[src/rtl/mem_stage_ctrl.sv]
// MEM-stage controller: turns EX/MEM load/store requests into a req/ready memory handshake,
// stalls upstream during the access and presents write-back fields to MEM/WB.
module mem_stage_ctrl #(
    parameter int unsigned n           = 32,
    parameter int unsigned TIMEOUT_CYC = 64
) (
    input  logic         clk,
    input  logic         reset_in,
    input  logic         RegWrite_in,
    input  logic         MemtoReg_in,
    input  logic         MemRead_in,
    input  logic         MemWrite_in,
    input  logic [n-1:0] ALU_Result_in,
    input  logic [n-1:0] RT_data_in,
    input  logic [4:0]   Rd_in,
    output logic         mem_req,
    output logic         mem_we,
    output logic [n-1:0] mem_addr,
    output logic [n-1:0] mem_wdata,
    input  logic         mem_ready,
    input  logic [n-1:0] mem_rdata,
    output logic         stall_out,
    output logic         RegWrite_out,
    output logic         MemtoReg_out,
    output logic [n-1:0] Read_data_out,
    output logic [n-1:0] ALU_Result_out,
    output logic [4:0]   Rd_out,
    output logic         misalign_out,
    output logic         bus_err_out
);

    localparam int unsigned CntW = $clog2(TIMEOUT_CYC);

    typedef enum logic [1:0] {StIdle, StReq, StDone} state_e;

    state_e         state_q, state_d;
    logic           req_q, we_q;
    logic [n-1:0]   addr_q, wdata_q, alu_q, rdata_q;
    logic [4:0]     rd_q;
    logic           regwrite_q, memtoreg_q, err_q;
    logic [CntW-1:0] cnt_q;

    logic access, aligned, start, ready_hit, timeout_hit;

    assign access      = MemRead_in | MemWrite_in;
    assign aligned     = (ALU_Result_in[1:0] == 2'b00);
    assign start       = (state_q == StIdle) && access && aligned;
    assign ready_hit   = (state_q == StReq) && req_q && mem_ready;
    // Ready on the limit cycle takes priority over the timeout abort.
    assign timeout_hit = (state_q == StReq) && !mem_ready && (cnt_q == CntW'(TIMEOUT_CYC - 1));

    assign mem_req   = req_q;
    assign mem_we    = we_q;
    assign mem_addr  = addr_q;
    assign mem_wdata = wdata_q;

    always_ff @(posedge clk) begin
        if (reset_in) state_q <= StIdle;
        else          state_q <= state_d;
    end

    always_comb begin
        state_d = state_q;
        unique case (state_q)
            StIdle:  if (start) state_d = StReq;
            StReq:   if (ready_hit || timeout_hit) state_d = StDone;
            StDone:  state_d = StIdle;
            default: state_d = StIdle;
        endcase
    end

    always_ff @(posedge clk) begin
        if (reset_in) begin
            req_q      <= 1'b0;
            we_q       <= 1'b0;
            addr_q     <= '0;
            wdata_q    <= '0;
            alu_q      <= '0;
            rdata_q    <= '0;
            rd_q       <= '0;
            regwrite_q <= 1'b0;
            memtoreg_q <= 1'b0;
            err_q      <= 1'b0;
            cnt_q      <= '0;
        end else if (start) begin
            req_q      <= 1'b1;
            we_q       <= MemWrite_in;
            addr_q     <= {ALU_Result_in[n-1:2], 2'b00};
            wdata_q    <= RT_data_in;
            alu_q      <= ALU_Result_in;
            rdata_q    <= '0;
            rd_q       <= Rd_in;
            regwrite_q <= RegWrite_in;
            memtoreg_q <= MemtoReg_in;
            err_q      <= 1'b0;
            cnt_q      <= '0;
        end else if (ready_hit) begin
            req_q   <= 1'b0;
            rdata_q <= we_q ? '0 : mem_rdata;
        end else if (timeout_hit) begin
            req_q <= 1'b0;
            err_q <= 1'b1;
        end else if (state_q == StReq) begin
            cnt_q <= cnt_q + 1'b1;
        end
    end

    always_comb begin
        stall_out      = 1'b0;
        RegWrite_out   = 1'b0;
        MemtoReg_out   = 1'b0;
        Read_data_out  = '0;
        ALU_Result_out = '0;
        Rd_out         = '0;
        misalign_out   = 1'b0;
        bus_err_out    = 1'b0;
        if (!reset_in) begin
            unique case (state_q)
                StIdle: begin
                    RegWrite_out   = RegWrite_in;
                    MemtoReg_out   = MemtoReg_in;
                    ALU_Result_out = ALU_Result_in;
                    Rd_out         = Rd_in;
                    // A memory op holds write-back until its DONE cycle.
                    if (access) begin
                        RegWrite_out = 1'b0;
                        if (aligned) stall_out = 1'b1;
                        else         misalign_out = 1'b1;
                    end
                end
                StReq: begin
                    stall_out      = 1'b1;
                    MemtoReg_out   = memtoreg_q;
                    ALU_Result_out = alu_q;
                    Rd_out         = rd_q;
                end
                StDone: begin
                    RegWrite_out   = regwrite_q & ~err_q;
                    MemtoReg_out   = memtoreg_q;
                    Read_data_out  = rdata_q;
                    ALU_Result_out = alu_q;
                    Rd_out         = rd_q;
                    bus_err_out    = err_q;
                end
                default: ;
            endcase
        end
    end

endmodule

[config.mk]
export PLATFORM = sky130hd
export DESIGN_NAME = mem_stage_ctrl
export DESIGN_NICKNAME = d
export VERILOG_FILES = /design/src/rtl/mem_stage_ctrl.sv
export SDC_FILE = /design/constraint.sdc
export NUM_CORES = 1
export LEC_CHECK = 0
export CAP_MARGIN = 5
export CELL_PAD_IN_SITES_DETAIL_PLACEMENT = 1
export CELL_PAD_IN_SITES_GLOBAL_PLACEMENT = 1
export CORE_ASPECT_RATIO = 1.75
export CORE_MARGIN = 10
export CORE_UTILIZATION = 27
export CTS_BUF_LIST = sky130_fd_sc_hd__clkbuf_2 sky130_fd_sc_hd__clkbuf_4 sky130_fd_sc_hd__clkbuf_8
export DETAILED_ROUTE_END_ITERATION = 8
export PLACE_DENSITY = 0.78
export SYNTH_ARGS = -nofsm -noshare
export SYNTH_HDL_FRONTEND = slang
export SYNTH_SLANG_ARGS = --single-unit
[constraint.sdc]
create_clock -name clk -period 1.5 [get_ports clk]
set_input_delay 0.225 -clock clk [delete_from_list [all_inputs] [get_ports clk]]
set_output_delay 0.225 -clock clk [all_outputs]
set_load 0.01 [all_outputs]
* Word level (Yosys, flattened, before mapping)
Index checks and enable logic that the tools add are counted.
** Word-level totals
- Input bits :: 108
- Logic and storage cells :: 67
- Register bits :: 144
** Cells by class
- Bitwise logic cells :: 5
- Multiplexer cells :: 28
- Add/sub/neg operators :: 1
- Reduce and logical (&&, ||, !) cells :: 16
- Eq/ne operators :: 5
** Operators by type and width (number)
- $mux W32 :: 4
- $pmux W32 S2 :: 1
- $mux W1 :: 15
- $pmux W5 S2 :: 1
- $add A6 B1 Y6 const B :: 1
- $eq A6 B6 Y1 const B :: 1
- $logic_and A1 B1 Y1 :: 6
- $pmux W1 S2 :: 3
- $mux W5 :: 1
- $logic_not A2 Y1 :: 2
- $mux W2 :: 2
- $ne A2 B2 Y1 const B :: 2
- $pmux W2 S2 :: 1
- $reduce_and A2 Y1 :: 2
- $reduce_or A2 Y1 :: 2
- $not A1 Y1 :: 3
- $reduce_and A3 Y1 :: 1
- $reduce_bool A3 Y1 :: 1
- $eq A2 B1 Y1 const B :: 1
- $eq A2 B2 Y1 const B :: 1
- $and A1 B1 Y1 :: 1
- $logic_not A1 Y1 :: 1
- $logic_or A1 B1 Y1 :: 1
- $or A1 B1 Y1 :: 1

* Longest topological paths before layout
Gate-level depths: netlist (run 1).
- Depth after elaboration :: 6
- Depth in mapped cells :: 10
- Depth with buffers taken out :: 6

* Least setup slack after synthesis (run 1)
No wires, ideal clock.
- Kind :: register to output
- Start :: reg state_q[0]
- End :: out ALU_Result_out[11]
- Arrival time :: 1.549 ns
- Setup slack :: -0.274 ns
- Stages on the path, launching flop included :: 7
- Path buffers :: 2
- Cell sequence :: dfxtp_1 -> inv_1 -> ha_1 -> clkbuf_1 -> clkbuf_1 -> a22oi_1 -> nor2_1
** On the way
- Word-level cells in the longest chain between the ends :: 4
** RTL lines
- start: declaration :: RTL line 36 : state_e state_q, state_d;
- start signal: assignment :: RTL line 58 : if (reset_in) state_q <= StIdle;
- start signal: assignment :: RTL line 59 : else state_q <= state_d;
- $eq A2 B1 Y1 or $eq A2 B2 Y1 (tied branches) :: RTL line 118 : unique case (state_q)
- $reduce_or A2 Y1 (no line)
- $pmux W32 S2 (*) :: RTL line 118
- $mux W32 (*) :: RTL line 117 : if (!reset_in) begin
- end: declaration :: RTL line 26 : output logic [n-1:0] ALU_Result_out,
Every way passes the cells marked *; elsewhere a longest branch is shown, timed or not.

* Worst setup path after layout (run 1)
- Start :: reg state_q[0]
- End :: out ALU_Result_out[13]
The elaborated chain is that of the path after synthesis.

==> flow_summary.toml, run 1 <==
[floorplan]
die_h_um = 206
die-area_mm2 = 0.0259
io_pins = 248
initial_core_util = 0.276
rows = 67
coreArea_mm2 = 0.0193
die_x_um = 126

[global_routing]
grt_max_degree = 42
antenna_found_initial = 1
grt_usage = 0.187
grt_pass1_wl_mm = 38.4
overflow = 0
first_global_vias = 6476

[synth]
synthCells = 679
yosys_warnings = 0
ys_top_cells_by_area = "dfxtp_1, nand2_1, a21oi_1"
syn_area_per_cell_um2 = 7.82
ys_ff_latch = 114
synth_top_cell_area_share = 0.430
yosysUniqueCellTypes = 33
synth_area_mm2 = 0.00531
post-synth-top-area-cell = "dfxtp_1"
seq_area_frac_synth = 0.430

[clocking]
root_buffer = "clkbuf_8"
postCtsHoldBufs = 0
cts_tree = "done"
cts_sinks = 114
ctsHtreeMaxLevel = 4
cts.path.max_buffers = 2
insertion_delay_ns = 0.44
clk_pin_slew_ns = 0.07
cts_buffers = 17

[route]
vias = 6066
ant_nets = 0
wl_met1_mm = 10.1
firstDrtPassIters = 4
wire_per_inst_um = 23.3
wirelength_mm = 28.5
dr_wl_met3_mm = 1.51
top_layer = "met4"
wl_met2_mm = 15.9
drtIter0Drc = 312
drc = 0
via_per_inst = 4.97

[pwr]
power_frac_comb = 0.258
p_sw_mw = 2.59
ir_worst_vdd_v = 0.000435
p_per_area_mw_per_mm2 = 793
leakage_nw = 5.38
switching_share = 0.289
clkPwrFrac = 0.385
intPower_mw = 6.38
seqPwrFrac = 0.357

[worst_hold_path]
hp-class = "input pin to flop"

[finish]
areaGrowthSynthToFinish_pct = 113
final_layout_size_suffix_gt1_frac = 0.529
final_common_cell = "dfxtp_1"
fin_cells = 1220
nFillCells = 1993
final_cell_mix = "dfxtp_1, clkdlybuf4s50_1, a21oi_2"
fin_nets = 1078
final_area_mm2 = 0.0113

[outcome]
status = "complete, but fails checks"
violations = "setup timing"

[sta]
skew_ns = 0.0105
drv_slew = 0
timing.fmax_mhz = 498
fin_crit_ns = 2.01
setup_viol = 188
fin_crit_sh = 1.34
maxSlewHeadroom = 0.465
rsz0062_at_grt = "yes"
hold_viol = 0
fin_ws_ns = -0.508
whs_ns = 0.0821
tightest_slew_ns = 0.802

[worst_setup_path]
critPathMaxStageDelay_ns = 0.37
crit_path_end_kind = "output port"
required_ns = 1.27
slowest_stage = "dfxtp_4"
start_kind = "flop"
critical_path_arrival_ns = 1.78
worstSetupPathType = "flop to output port"
path_max_fanout = 32
cp_cell_sequence = "inv_4 -> ha_4 -> buf_12 -> a22oi_1 -> nor2_2 -> buf_2"

[place]
gp_congestion = 0.794
port-buffer-count = 245
dp_slack_ns = -0.608
dp.cells = 1135
placed_area_mm2 = 0.00820
hpwl_mm = 15.1

[job]
cap_violations = 0
==> metal layers <==
metal / vias up / track usage
li1: 2807 / -
met1: 3008 / 0.191
met2: 203 / 0.343
met3: 48 / 0.0551
met4: 0 / 0.0853
met5: - / 0
==> cells in the mapped netlist <==
| master | number |
|---|---|
| nor3b_1 | 32 |
| buf_2 | 14 |
| ha_1 | 6 |
| mux2i_1 | 2 |
| nand4b_1 | 2 |
| nand2b_1 | 5 |
| xor2_1 | 4 |
| buf_6 | 12 |
| dfxtp_1 | 114 |
| o32a_1 | 1 |
| nor2b_1 | 1 |
| buf_4 | 34 |
| nor2_1 | 77 |
| a22oi_1 | 38 |
| and3_1 | 2 |
| nor3_1 | 1 |
| a21oi_1 | 104 |
| clkbuf_1 | 28 |
| nand3_1 | 2 |
| o211ai_1 | 4 |
| conb_1 | 1 |
| xnor2_1 | 1 |
| o21a_1 | 1 |
| o21ai_2 | 1 |
| nor3_4 | 1 |
| nand2_1 | 142 |
| a21oi_2 | 1 |
| inv_1 | 4 |
| o21ai_0 | 1 |
| nor2_2 | 8 |
| a21boi_0 | 1 |
| and2_1 | 33 |
| or2_2 | 1 |
==> cell families (layout without fill, tap and decap cells) <==
logic type / after synthesis / after routing / share of synthesized area
compound gates: 152 / 152 / 0.166
xor+xnor: 5 / 5 / 0.00824
fa+ha+maj: 6 / 6 / 0.0141
buf+inv: 92 / 388 / 0.109
flops: 114 / 114 / 0.430
mux: 2 / 2 / 0.00377
other cells: 1 / 4 / 0.000706
simple gates: 307 / 308 / 0.268
==> power by group through the flow <==
| stage | registers [mW] | logic [mW] | clock network [mW] |
|---|---|---|---|
| after global routing | 3.21 | 2.45 | 3.67 |
| after detailed placement | 3.26 | 1.59 | 0 |
| after global placement | 3.25 | 1.57 | 0 |
| final | 3.20 | 2.32 | 3.46 |
| after CTS | 3.19 | 1.92 | 3.53 |
| after floorplan | 3.27 | 0.702 | 0 |
==> flip-flops by register name, summed over array words and instances, names as in the netlist <==
name	cells
mem_we	1
regwrite_q	1
state_q	2
mem_wdata	32
err_q	1
alu_q	32
cnt_q	6
memtoreg_q	1
rd_q	5
mem_req	1
rdata_q	32
==> worst max-delay path, delay by kind of cell (launching register included) <==
kind | cells | cell delay, ns
buffers and inverters | 3 | 0.48
AO/OA/AOI/OAI | 1 | 0.16
AND/OR/NAND/NOR | 1 | 0.14
flip-flops | 1 | 0.37
adder cells (fa/ha/maj) | 1 | 0.18
==> what timing repair did <==
item / 4_1_cts / 5_1_grt
cloned: 22 / 6
pin swaps: 38 / 132
setup buffers: 15 / 15
gates resized for setup: 501 / 354
setup endpoints to repair: 252 / 243
==> stage by stage <==
| step | util | total power, mW | setup TNS, ns |
|---|---|---|---|
| 2_1_floorplan | - | 3.97 | -0.436 |
| 3_3_place_gp | 0.425 | 4.82 | -72.72 |
| 3_5_place_dp | 0.425 | 4.84 | -77.02 |
| 4_1_cts | 0.512 | 8.64 | -56.97 |
| 5_1_grt | 0.587 | 9.33 | -79.63 |
| 6_report | 0.587 | 8.97 | -65.38 |
==> path summary, 6_finish.rpt <==
check	start	end	cells after the start	slack, ns
setup / recovery	state_q[0]	ALU_Result_out[13]	6	-0.51
hold reg to reg	alu_q[0]	alu_q[0]	2	0.44
setup reg to reg	state_q[0]	alu_q[31]	11	-0.50
hold / removal	reset_in	alu_q[2]	3	0.08
==> cell type report <==
cell class              count  area, um^2  area share
repair buffers            352        4120       0.364
multi-input cells         475        4110       0.364
flip-flops and latches    114        2290       0.202
well taps                 241         302      0.0267
clock buffers              19         255      0.0226
clock inverters            13         208      0.0184
inverters                   4        17.5     0.00155
diodes                      2        5.00    0.000442
No activity file was read; power rests on OpenSTA's default activity.
==> run 2: changes to the inputs <==
--- a/config.mk
+++ b/config.mk
@@ -5,15 +5,17 @@
 export SDC_FILE = /design/constraint.sdc
 export NUM_CORES = 1
 export LEC_CHECK = 0
+export ABC_AREA = 1
 export CAP_MARGIN = 5
 export CELL_PAD_IN_SITES_DETAIL_PLACEMENT = 1
 export CELL_PAD_IN_SITES_GLOBAL_PLACEMENT = 1
 export CORE_ASPECT_RATIO = 1.75
 export CORE_MARGIN = 10
-export CORE_UTILIZATION = 27
+export CORE_UTILIZATION = 40
 export CTS_BUF_LIST = sky130_fd_sc_hd__clkbuf_2 sky130_fd_sc_hd__clkbuf_4 sky130_fd_sc_hd__clkbuf_8
 export DETAILED_ROUTE_END_ITERATION = 8
-export PLACE_DENSITY = 0.78
+export DONT_BUFFER_PORTS = 1
+export PLACE_DENSITY = 0.76
 export SYNTH_ARGS = -nofsm -noshare
 export SYNTH_HDL_FRONTEND = slang
 export SYNTH_SLANG_ARGS = --single-unit
==> run 2 against run 1 <==
The run ends with hold timing, setup timing left. Register-to-register slack improved by 0.25 ns. First-iteration DRC count is 12% higher. Die area shrank 29%. Via count decreased by 1.5%. Sequential cell count is the same. Power decreased by 9.1%. Critical endpoint is now ALU_Result_out[5]. Largest cell class is now multi-input combinational cells.
==> flow_summary.toml, run 2 <==
[pwr]
total_power_mw = 8.16
switching_share = 0.312
power_frac_comb = 0.199
clkPwrFrac = 0.398
p_per_area_mw_per_mm2 = 911
seqPwrFrac = 0.403
leakage_nw = 3.41
p_sw_mw = 2.55
ir_worst_vdd_v = 0.000783
intPower_mw = 5.61

[global_routing]
grt_pass1_wl_mm = 33.7
overflow = 0
grt_usage = 0.232
antenna_found_initial = 0
first_global_vias = 5955
grt_max_degree = 111

[job]
cap_violations = 0

[synth]
synth.most_common_cell = "nand2_1"
synth-async-reset-ratio = 0
synthCells = 732
seq_area_frac_synth = 0.431
yosysUniqueCellTypes = 25
synth_top_cell_area_share = 0.431
yosys_warnings = 0
ys_top_cells_by_area = "dfxtp_1, nand2_1, a21oi_1"
syn_area_per_cell_um2 = 7.23
synthTopCellsByCount = "nand2_1, a21oi_1, dfxtp_1"
ys_ff_latch = 114
synth_area_mm2 = 0.00530
synth_ff_type = "dfxtp_1"
post-synth-top-area-cell = "dfxtp_1"
synth_edf_count = 0

[finish]
antennaDiodeCount = 0
fin_util = 0.692
final_cell_mix = "nand2_1, dfxtp_1, a21oi_2"
final_layout_size_suffix_gt1_frac = 0.529
fin_nets = 931
final_common_cell = "nand2_1"
areaGrowthSynthToFinish_pct = 69.2
nFillCells = 1341
fin_cells = 1001
ff_latch_area_mm2 = 0.00229
final_area_mm2 = 0.00896
multiInputGateArea_mm2 = 0.00378

[route]
ant_nets = 0
firstDrtPassIters = 4
drc = 0
via_per_inst = 5.97
drtIter0Drc = 349
wire_per_inst_um = 31.2
vias = 5974
wirelength_mm = 31.2

[clocking]
cts_tree = "done"
root_buffer = "clkbuf_8"
clk_pin_slew_ns = 0.08
cts_buffers = 17
ctsHtreeMaxLevel = 4
insertion_delay_ns = 0.46
cts.path.max_buffers = 2
cts_sinks = 114

[worst_setup_path]
crit_path_end_kind = "output port"
cp_cell_sequence = "ha_1 -> or2_4 -> buf_8 -> a21oi_1 -> buf_4"
path_max_fanout = 12
worstSetupPathType = "flop to output port"
slowest_stage = "dfxtp_4"
critical_path_arrival_ns = 1.82
critical_path.top_delay_family = "flip-flops"
critPathMaxStageDelay_ns = 0.37
rrSetupSlack_ns = -0.25
required_ns = 1.27
start_kind = "flop"
worst-path-buf-inv = 2

[floorplan]
die_h_um = 172
rows = 55
io_pins = 248
die_x_um = 107
initial_core_util = 0.409
coreArea_mm2 = 0.0129
die-area_mm2 = 0.0184

[sta]
timing.fmax_mhz = 488
rsz0062_at_grt = "yes"
fin_crit_sh = 1.37
tns_ns = -47.92
whs_ns = -0.118
hold_viol = 71
skew_ns = 0.0163
setup_viol = 188
fin_ws_ns = -0.548
fin_crit_ns = 2.05
drv_slew = 0

[place]
hpwl_mm = 13.4
dp_slack_ns = -0.165
dp.cells = 884
placed_area_mm2 = 0.00567
port-buffer-count = 0
gp_congestion = 0.795

[outcome]
status = "complete, but fails checks"
violations = "hold timing, setup timing"

[worst_hold_path]
hp-class = "input pin to flop"
## run 2: changes by cell type after synthesis, moves of 32 or more
cell	before	now
nand2_1	142	233
nor2_1	77	6
a21oi_1	104	151
inv_1	4	45
a22oi_1	38	0
and2_1	33	0
nor3_1	1	34
a211oi_1	0	32
nor3b_1	32	0
## run 2: metal layers
metal  wire [um]  track usage
met1        9590        0.216
met2       16900        0.437
met3        2480       0.0753
met4        2250        0.116
met5           0            0
## run 2: final timing paths
kind / from / to / cells after the start
min reg2reg: alu_q[0] / alu_q[0] / 2
min: reset_in / alu_q[5] / 1
max reg2reg: state_q[1] / cnt_q[1] / 10
max: state_q[0] / ALU_Result_out[5] / 5
## run 2: area by class of cell
cell class,count,area share
Multi-Input combinational cell,484,0.422
Sequential cell,114,0.256
Timing Repair Buffer,152,0.226
Clock buffer,20,0.0307
Tap cell,171,0.0239
Inverter,47,0.0228
Clock inverter,12,0.0173
Timing Repair inverter,1,0.00182
## run 2: power by group through the flow
stage	clock (mW)	combinational [mW]	sequential, mW
3_3_place_gp	0	0.700	3.32
3_5_place_dp	0	0.738	3.33
6_report	3.25	1.62	3.29
2_1_floorplan	0	0.642	3.27
5_1_grt	3.40	1.68	3.30
4_1_cts	3.18	1.06	3.27
## run 2: cell families (layout without fill, tap and decap cells)
family / count (synthesis) / in the layout / share of synthesized area
and+or+nand+nor: 287 / 288 / 0.221
AOI/OAI and AO/OA: 184 / 184 / 0.189
buffers and inverters: 136 / 232 / 0.138
DFF: 114 / 114 / 0.431
adders and majority gates: 6 / 6 / 0.0142
xor gates and xnor gates: 4 / 4 / 0.00662
other: 1 / 2 / 0.000708
## run 2: what timing repair did
item | 4_1_cts | 5_1_grt
hold endpoints to repair | 80 | 86
buffers inserted | 3 | 21
pin swaps | 25 | 71
endpoints found under the setup margin | 186 | 170
gates resized for setup | 144 | 252
hold buffers | 9 | 14
gates cloned | 10 | 32
==> run 3: changes to the inputs <==
--- a/config.mk
+++ b/config.mk
@@ -6,6 +6,7 @@
 export NUM_CORES = 1
 export LEC_CHECK = 0
 export ABC_AREA = 1
+export ABC_CLOCK_PERIOD_IN_PS = 1500
 export CAP_MARGIN = 5
 export CELL_PAD_IN_SITES_DETAIL_PLACEMENT = 1
 export CELL_PAD_IN_SITES_GLOBAL_PLACEMENT = 1
==> results of run 3 <==
Same layout as run 2: the final DEF is identical, and so are final timing and power.
